[src/rtl/conv33_window_gen.sv]
// conv33_window_gen: streaming 3x3 window generator with two line buffers and a registered window.
module conv33_window_gen #(
    parameter int IMG_W = 32,
    parameter int IMG_H = 32,
    parameter int DW    = 6
) (
    input  logic          clk,
    input  logic          rst,
    input  logic [DW-1:0] pix_in,
    input  logic          pix_valid,
    input  logic          sof,
    output logic [DW-1:0] win_0,
    output logic [DW-1:0] win_1,
    output logic [DW-1:0] win_2,
    output logic [DW-1:0] win_3,
    output logic [DW-1:0] win_4,
    output logic [DW-1:0] win_5,
    output logic [DW-1:0] win_6,
    output logic [DW-1:0] win_7,
    output logic [DW-1:0] win_8,
    output logic          win_valid,
    output logic          frame_done
);
    localparam int CW = $clog2(IMG_W);
    localparam int RW = $clog2(IMG_H);
    logic [CW-1:0] col_q, col_d, pc;
    logic [RW-1:0] row_q, row_d, pr;
    logic [DW-1:0] lb0 [IMG_W];
    logic [DW-1:0] lb1 [IMG_W];
    logic [DW-1:0] win_q [9];
    logic [DW-1:0] win_d [9];
    logic          last_col, last_row, qual;
    logic          win_valid_q, frame_done_q;
    // sof forces the current pixel to (0,0) regardless of where the counters stand
    always_comb begin
        pc       = sof ? '0 : col_q;
        pr       = sof ? '0 : row_q;
        last_col = pc == CW'(IMG_W - 1);
        last_row = pr == RW'(IMG_H - 1);
        col_d    = last_col ? '0 : pc + 1'b1;
        row_d    = last_col ? (last_row ? '0 : pr + 1'b1) : pr;
        qual     = (pr >= RW'(2)) && (pc >= CW'(2));
        win_d    = '{win_q[1], win_q[2], lb1[pc],
                     win_q[4], win_q[5], lb0[pc],
                     win_q[7], win_q[8], pix_in};
    end
    always_ff @(posedge clk or posedge rst) begin
        if (rst) begin
            col_q        <= '0;
            row_q        <= '0;
            win_q        <= '{default: '0};
            win_valid_q  <= 1'b0;
            frame_done_q <= 1'b0;
        end else begin
            win_valid_q  <= pix_valid && qual;
            frame_done_q <= pix_valid && qual && last_col && last_row;
            if (pix_valid) begin
                col_q <= col_d;
                row_q <= row_d;
                win_q <= win_d;
            end
        end
    end
    // Line buffers are left unreset; stale entries can never reach a qualified window
    always_ff @(posedge clk) begin
        if (pix_valid) begin
            lb1[pc] <= lb0[pc];
            lb0[pc] <= pix_in;
        end
    end
    assign win_0      = win_q[0];
    assign win_1      = win_q[1];
    assign win_2      = win_q[2];
    assign win_3      = win_q[3];
    assign win_4      = win_q[4];
    assign win_5      = win_q[5];
    assign win_6      = win_q[6];
    assign win_7      = win_q[7];
    assign win_8      = win_q[8];
    assign win_valid  = win_valid_q;
    assign frame_done = frame_done_q;
endmodule

[config.mk]
export PLATFORM = sky130hd
export DESIGN_NAME = conv33_window_gen
export DESIGN_NICKNAME = d
export VERILOG_FILES = /design/src/rtl/conv33_window_gen.sv
export SDC_FILE = /design/constraint.sdc
export NUM_CORES = 1
export LEC_CHECK = 0
export ABC_CLOCK_PERIOD_IN_PS = 3500
export BUFFER_PORTS_ARGS = -buffer_cell sky130_fd_sc_hd__buf_2
export CAP_MARGIN = 25
export CORE_ASPECT_RATIO = 0.5
export CORE_MARGIN = 2
export CORE_UTILIZATION = 30
export CTS_BUF_LIST = sky130_fd_sc_hd__clkbuf_8
export CTS_CLUSTER_DIAMETER = 30
export DETAILED_ROUTE_END_ITERATION = 6
export SLEW_MARGIN = 20
export SYNTH_ARGS = -nofsm -noshare
export SYNTH_HDL_FRONTEND = slang
export SYNTH_SLANG_ARGS = --single-unit
[constraint.sdc]
create_clock -name clk -period 3.5 [get_ports clk]
set_input_delay 0 -clock clk [delete_from_list [all_inputs] [get_ports clk]]
set_output_delay 0 -clock clk [all_outputs]
set_load 0.1 [all_outputs]
==> results.cfg, run 1 <==
[global_routing]
grt_max_degree = 66
grt_pass1_wl_um = 69600
overflow = 0
antenna_found_initial = 0
grt_pass1_vias = 10654
grt_util_all_layers = 0.149

[cells_and_area]
stdcell_count = 2229
antenna_cells = 0
drive_above_1_share = 0.271
fin_nets = 1350
fill_cells = 5762
syn_to_final_growth_pct = 19.1
finalInstanceArea_sq_um = 21800

[synthesis]
synth_edf_count = 384
synth_top_flop_cell = edfxtp_1
synth_top_area_frac = 0.629
synth_seq_cells = 450
synthCells = 1184
synth_area_leaders = edfxtp_1 (63%), dfrtp_1 (9.0%), mux2i_1 (3.9%)
yosysMostFrequentCell = edfxtp_1
syn_area_per_cell_sq_um = 15.5
synth_common_cells = edfxtp_1 (384), nand2_1 (92), mux2i_1 (71)
synthArstFlopShare = 0.147
yosysWarnings = 0
syn_area_sq_um = 18300
synth.distinct_cells = 65
post-synth-top-area-cell = edfxtp_1
ys_seq_area_frac = 0.719
synth_fp_nets = 1200

[critical_path]
critPathMaxFanout = 65
path_buf_inv = 3
cp-start-kind = flop
crit_path_max_incr_delay_ns = 0.69
rrSetupSlack_ns = 0.34
cp_common_cell = buf_4
crit_arrival_ns = 3.48
cp-end-kind = flop
cp_cell_sequence = buf_12 > mux2i_1 > a211oi_1 > a2111oi_2 > buf_4 > nand2_1 > buf_4
cpMaxStageDelayCell = a2111oi_2
worstPathRequired_ns = 3.82
cp_top_family = buffers and inverters
crit_type = flop to flop

[clocking]
clock-sinks = 450
cts-buffers-inserted = 84
clock-root-buffer = clkbuf_8
cts_max_level = 3
clk_pin_slew_ns = 0.06
post_cts_buffers = 0
clockBufferDepth = 3
cts_tree = built
clkLatencyLatePin_ns = 0.63

[sta]
final.setup.tns_ns = 0
worst_clock_skew_ns = 0.0157
hold_viol_final = 0
tightest_slew_ns = 0.869
min_period_over_period = 0.903
finalSetupViolCount = 0
rsz0062_at_grt = false
relSlewSlack = 0.417
period_minus_slack_ns = 3.16
slew_viol_final = 0
fmax_mhz = 316

[detailed_routing]
drt_iter0_drc = 1179
drt_first_pass_iters = 5
drc = 0
wl_per_cell_um = 21.4
wl_um = 47800
routed-via-count = 10950
ant_nets = 0
vias_per_cell = 4.91

[power_and_ir_drop]
ir_drop_v = 0.000442
power_density_nw_per_um2 = 671
p_leak_uw = 0.00769

[placed_design]
place.gp.congestion = 0.839
place_inst = 2063
numPortBuffers = 65
placedInstanceArea_sq_um = 19800
dp_hpwl_um = 30200

[die]
core_area_sq_um = 60800
die_y_um = 179
start_util = 0.302
die_w_um = 354
fp-row-count = 64
die_area_sq_um = 63200
io_pins = 66

[min_path]
hold_path_class = input pin to flop

[outcome]
outcome = complete, no violations

[run]
maxCapViolCount = 0
## timing repair
| action | CTS | global route |
|---|---|---|
| hold endpoints to repair | 272 | 0 |
| hold buffers | 10 | 0 |
| resized for setup | 0 | 0 |
## stage by stage
| step | power, uW | hold slack (ns) | util | setup WS (ns) |
|---|---|---|---|---|
| floorplan | 8570 | 0.0989 | - | 0.686 |
| global placement | 9130 | 0.259 | 0.326 | 0.485 |
| detailed placement | 9160 | 0.0852 | 0.327 | 0.461 |
| CTS | 14800 | 0.402 | 0.359 | 0.433 |
| global route | 15200 | 0.470 | 0.359 | 0.306 |
| finish | 14700 | 0.461 | 0.359 | 0.340 |
## layout by cell type, fill, tap and decap left out, types with 7 or more instances in the layout
master         count
clkbuf_8          94
a211oi_1          62
mux2_2            55
nand3_1           25
o21ai_0           16
nor3_1             7
dlygate4sd3_1     10
buf_4             97
bufinv_16         12
a221oi_1          24
clkinv_1           8
a31oi_1           11
nand2_1           92
mux2i_1           71
nor2b_1           33
nor2_1            49
inv_1             28
a221oi_2           9
edfxtp_1         384
buf_2             64
clkinvlp_4         7
a21oi_1           55
dfrtp_1           64
clkinv_2          11
a311oi_1           9
## state kept, by name, indices dropped and copies added (netlist names)
signal / cells
row_q: 5
col_q: 5
win_7: 6
lb0: 192
win_0: 6
win_1: 6
win_valid: 1
lb1: 192
frame_done: 1
win_4: 6
win_5: 6
win_3: 6
win_2: 6
win_8: 6
win_6: 6
## cell type report
type                    instances  area, sq um  area share
multi-input cells             611         4410       0.202
repair buffers                177         1270      0.0581
inverters                      10         43.8     0.00200
flip-flops and latches        450        13200       0.604
clock buffers                  94         1290      0.0592
well taps                     825         1030      0.0473
clock inverters                62          602      0.0276
## path summary, 6_finish.rpt
kind                             end       from  cells past startpoint
hold / removal              win_2[1]  pix_valid                      4
max in group asynchronous   win_6[5]        rst                      6
setup reg to reg           lb1[6][1]   col_q[0]                      7
hold reg to reg             win_3[4]   win_3[4]                      1
min in group asynchronous   win_0[1]        rst                      4
setup / recovery           lb1[6][1]   col_q[0]                      7
## worst min-delay path, cell delays in order
cell,delay (ns)
dlygate4sd3_1,0.54
buf_4,0.30
nor2_1,0.16
a31oi_1,0.04
## logic make-up after synthesis
group / Yosys count / share of synthesized area
flops: 450 / 0.719
simple gates: 241 / 0.0647
compound gates: 235 / 0.0955
mux: 129 / 0.0764
buf+inv: 123 / 0.0403
fa+ha+maj: 6 / 0.00409
## power breakdown
| part | switching (uW) | internal, uW | leakage (uW) | total [uW] |
|---|---|---|---|---|
| Sequential | 154 | 6220 | 0.00424 | 6380 |
| Clock | 2210 | 3370 | 0.00103 | 5590 |
| Combinational | 2110 | 579 | 0.00242 | 2690 |
## per-layer routing
metal / GRT usage / part of all wire
met5: 0 / 0
met4: 0.0402 / 0.015
met3: 0.0385 / 0.088
met2: 0.231 / 0.46
met1: 0.206 / 0.44
No activity file was read; power rests on OpenSTA's default activity.
==> run 2: changes to the inputs <==
--- a/config.mk
+++ b/config.mk
@@ -5,6 +5,7 @@
 export SDC_FILE = /design/constraint.sdc
 export NUM_CORES = 1
 export LEC_CHECK = 0
+export ABC_AREA = 1
 export ABC_CLOCK_PERIOD_IN_PS = 3500
 export BUFFER_PORTS_ARGS = -buffer_cell sky130_fd_sc_hd__buf_2
 export CAP_MARGIN = 25
==> run 2 against run 1 <==
Effect of this change:
- first-iteration DRC count up 16%
- register-to-register slack better by 0.28 ns
- utilization up 0.27 points
- largest power group unchanged
==> results.cfg, run 2 <==
[synthesis]
synth_common_cells = nand2_1 (449), edfxtp_1 (384), nor2_1 (282)
syn_area_sq_um = 18900
synth_area_leaders = edfxtp_1 (61%), nand2_1 (8.9%), dfrtp_1 (8.8%)
synthArstFlopShare = 0.147
synth_fp_nets = 1772
synth_top_flop_cell = edfxtp_1
synth_edf_count = 384
yosysMostFrequentCell = nand2_1
synth_seq_cells = 450
synth.distinct_cells = 30
syn_area_per_cell_sq_um = 10.7
ys_seq_area_frac = 0.699
synthCells = 1756
yosysWarnings = 0
post-synth-top-area-cell = edfxtp_1
synth_top_area_frac = 0.612

[cells_and_area]
utilization = 0.362
drive_above_1_share = 0.161
multiInputGateArea_sq_um = 4430
reg_top3 = lb0 x192, lb1 x192
ff_latch_area_sq_um = 13200
syn_to_final_growth_pct = 18.4
finalInstanceArea_sq_um = 22300
fill_cells = 6060
fin_nets = 1904
layout_common_cells = nand2_1 (449), edfxtp_1 (384), nor2_1 (281)
final_common_cell = nand2_1
antenna_cells = 0

[sta]
period_minus_slack_ns = 2.88
worst_clock_skew_ns = 0.0408
hold_viol_final = 0
fmax_mhz = 347
relSlewSlack = 0.448
rsz0062_at_grt = false
final.setup.tns_ns = 0
min_period_over_period = 0.823
slew_viol_final = 0
tightest_slew_ns = 0.828
finalSetupViolCount = 0

[min_path]
hold_path_class = input pin to flop

[placed_design]
dp_hpwl_um = 29200
numPortBuffers = 65
placedInstanceArea_sq_um = 20200
place.gp.congestion = 0.848

[critical_path]
rrSetupSlack_ns = 0.62
cp_cell_sequence = nand2_8 > buf_12 > o21ai_1 > o21ai_1 > nand2_1 > nand2_1 > nor2_1 > nand2_1 > buf_4
cp-start-kind = flop
path_buf_inv = 2
cp_common_cell = nand2_1
cpMaxStageDelayCell = dfrtp_4
cp-end-kind = flop
crit_type = flop to flop
crit_arrival_ns = 3.27
worstPathRequired_ns = 3.89
crit_path_max_incr_delay_ns = 0.69
critPathMaxFanout = 48
cp_top_family = simple AND/OR/NAND/NOR gates

[global_routing]
antenna_found_initial = 0
overflow = 0
grt_pass1_wl_um = 72600
grt_pass1_vias = 12222
grt_util_all_layers = 0.147
grt_max_degree = 70

[die]
core_area_sq_um = 61700
die_area_sq_um = 65000
die_y_um = 181
fp-row-count = 64
io_pins = 66
die_w_um = 359
start_util = 0.306

[clocking]
clock-sinks = 450
cts_tree = built
clk_pin_slew_ns = 0.06
clkLatencyLatePin_ns = 0.67
cts_max_level = 3
cts_repair_resize_count = 0
clock-root-buffer = clkbuf_8
clockBufferDepth = 3
cts-buffers-inserted = 90

[detailed_routing]
wl_per_cell_um = 17.2
wl_um = 47900
drt_first_pass_iters = 5
drt_iter0_drc = 1367
drc = 0
ant_nets = 0
vias_per_cell = 4.54
routed-via-count = 12675

[power_and_ir_drop]
power.total_uw = 14200
ir_drop_v = 0.000274
p_leak_uw = 0.00911
power_density_nw_per_um2 = 638

[outcome]
outcome = complete, no violations

[run]
maxCapViolCount = 0
==> run 2: cell types whose count changed after synthesis, moves of 15 or more <==
cell,previous run,this run
a211oi_1,62,0
mux2i_1,71,0
nand2_1,92,449
inv_1,7,137
buf_2,28,43
nor2b_1,33,0
nand3_1,25,64
nor2_1,49,282
o21ai_0,16,83
a21oi_1,55,2
a221oi_1,24,0
o21ai_1,1,125
mux2_2,55,0
==> run 2: repair_timing <==
item	4_1_cts	5_1_grt
hold buffers	10	0
setup buffers	0	0
hold endpoints to repair	249	0
==> run 2: worst min-delay path, stage by stage <==
cell and delay, ns:
dlygate4sd3_1 0.53, buf_2 0.30, nand2_1 0.12, nand2_1 0.05
==> run 2: final timing paths <==
check / from / to / cells past startpoint
min reg2reg: win_3[5] / win_3[5] / 2
min: pix_valid / win_1[1] / 4
max in group asynchronous: rst / win_0[1] / 6
max: col_q[0] / lb1[11][4] / 9
min in group asynchronous: rst / col_q[4] / 4
max reg2reg: col_q[0] / lb1[11][4] / 9
==> run 2: metal layers <==
| metal | global-route usage | routed length [um] | part of all wire | vias up |
|---|---|---|---|---|
| met5 | 0 | 0 | 0 | - |
| met4 | 0.0450 | 984 | 0.021 | 0 |
| met3 | 0.0336 | 3220 | 0.067 | 70 |
| met2 | 0.234 | 22000 | 0.46 | 408 |
| met1 | 0.201 | 21700 | 0.45 | 6110 |
| li1 | - | - | - | 6087 |
==> run 2: cell families after synthesis <==
| family | synth area share |
|---|---|
| compound gates | 0.0610 |
| flops | 0.699 |
| xor+xnor | 0.000465 |
| buf+inv | 0.0673 |
| simple gates | 0.168 |
| fa+ha+maj | 0.00398 |
==> run 2: cell type report <==
| class | instances | share of cell area |
|---|---|---|
| Clock buffer | 95 | 0.0586 |
| Tap cell | 825 | 0.0462 |
| Inverter | 141 | 0.0239 |
| Timing Repair Buffer | 162 | 0.0511 |
| Multi-Input combinational cell | 1043 | 0.198 |
| Sequential cell | 450 | 0.591 |
| Clock inverter | 74 | 0.0312 |
==> run 2: power breakdown <==
group / total, uW / switching (uW) / internal, uW
Sequential: 6250 / 114 / 6140
Combinational: 2180 / 1770 / 413
Clock: 5810 / 2410 / 3400
==> run 2: per-stage QoR <==
| step | setup WS (ns) | cells | hold WS, ns |
|---|---|---|---|
| 2_1_floorplan | 1.30 | 1756 | 0.0989 |
| 3_3_place_gp | 0.668 | 2610 | 0.339 |
| 3_5_place_dp | 0.650 | 2611 | 0.0833 |
| 4_1_cts | 0.653 | 2790 | 0.331 |
| 5_1_grt | 0.473 | 2790 | 0.399 |
| 6_report | 0.618 | 2790 | 0.377 |
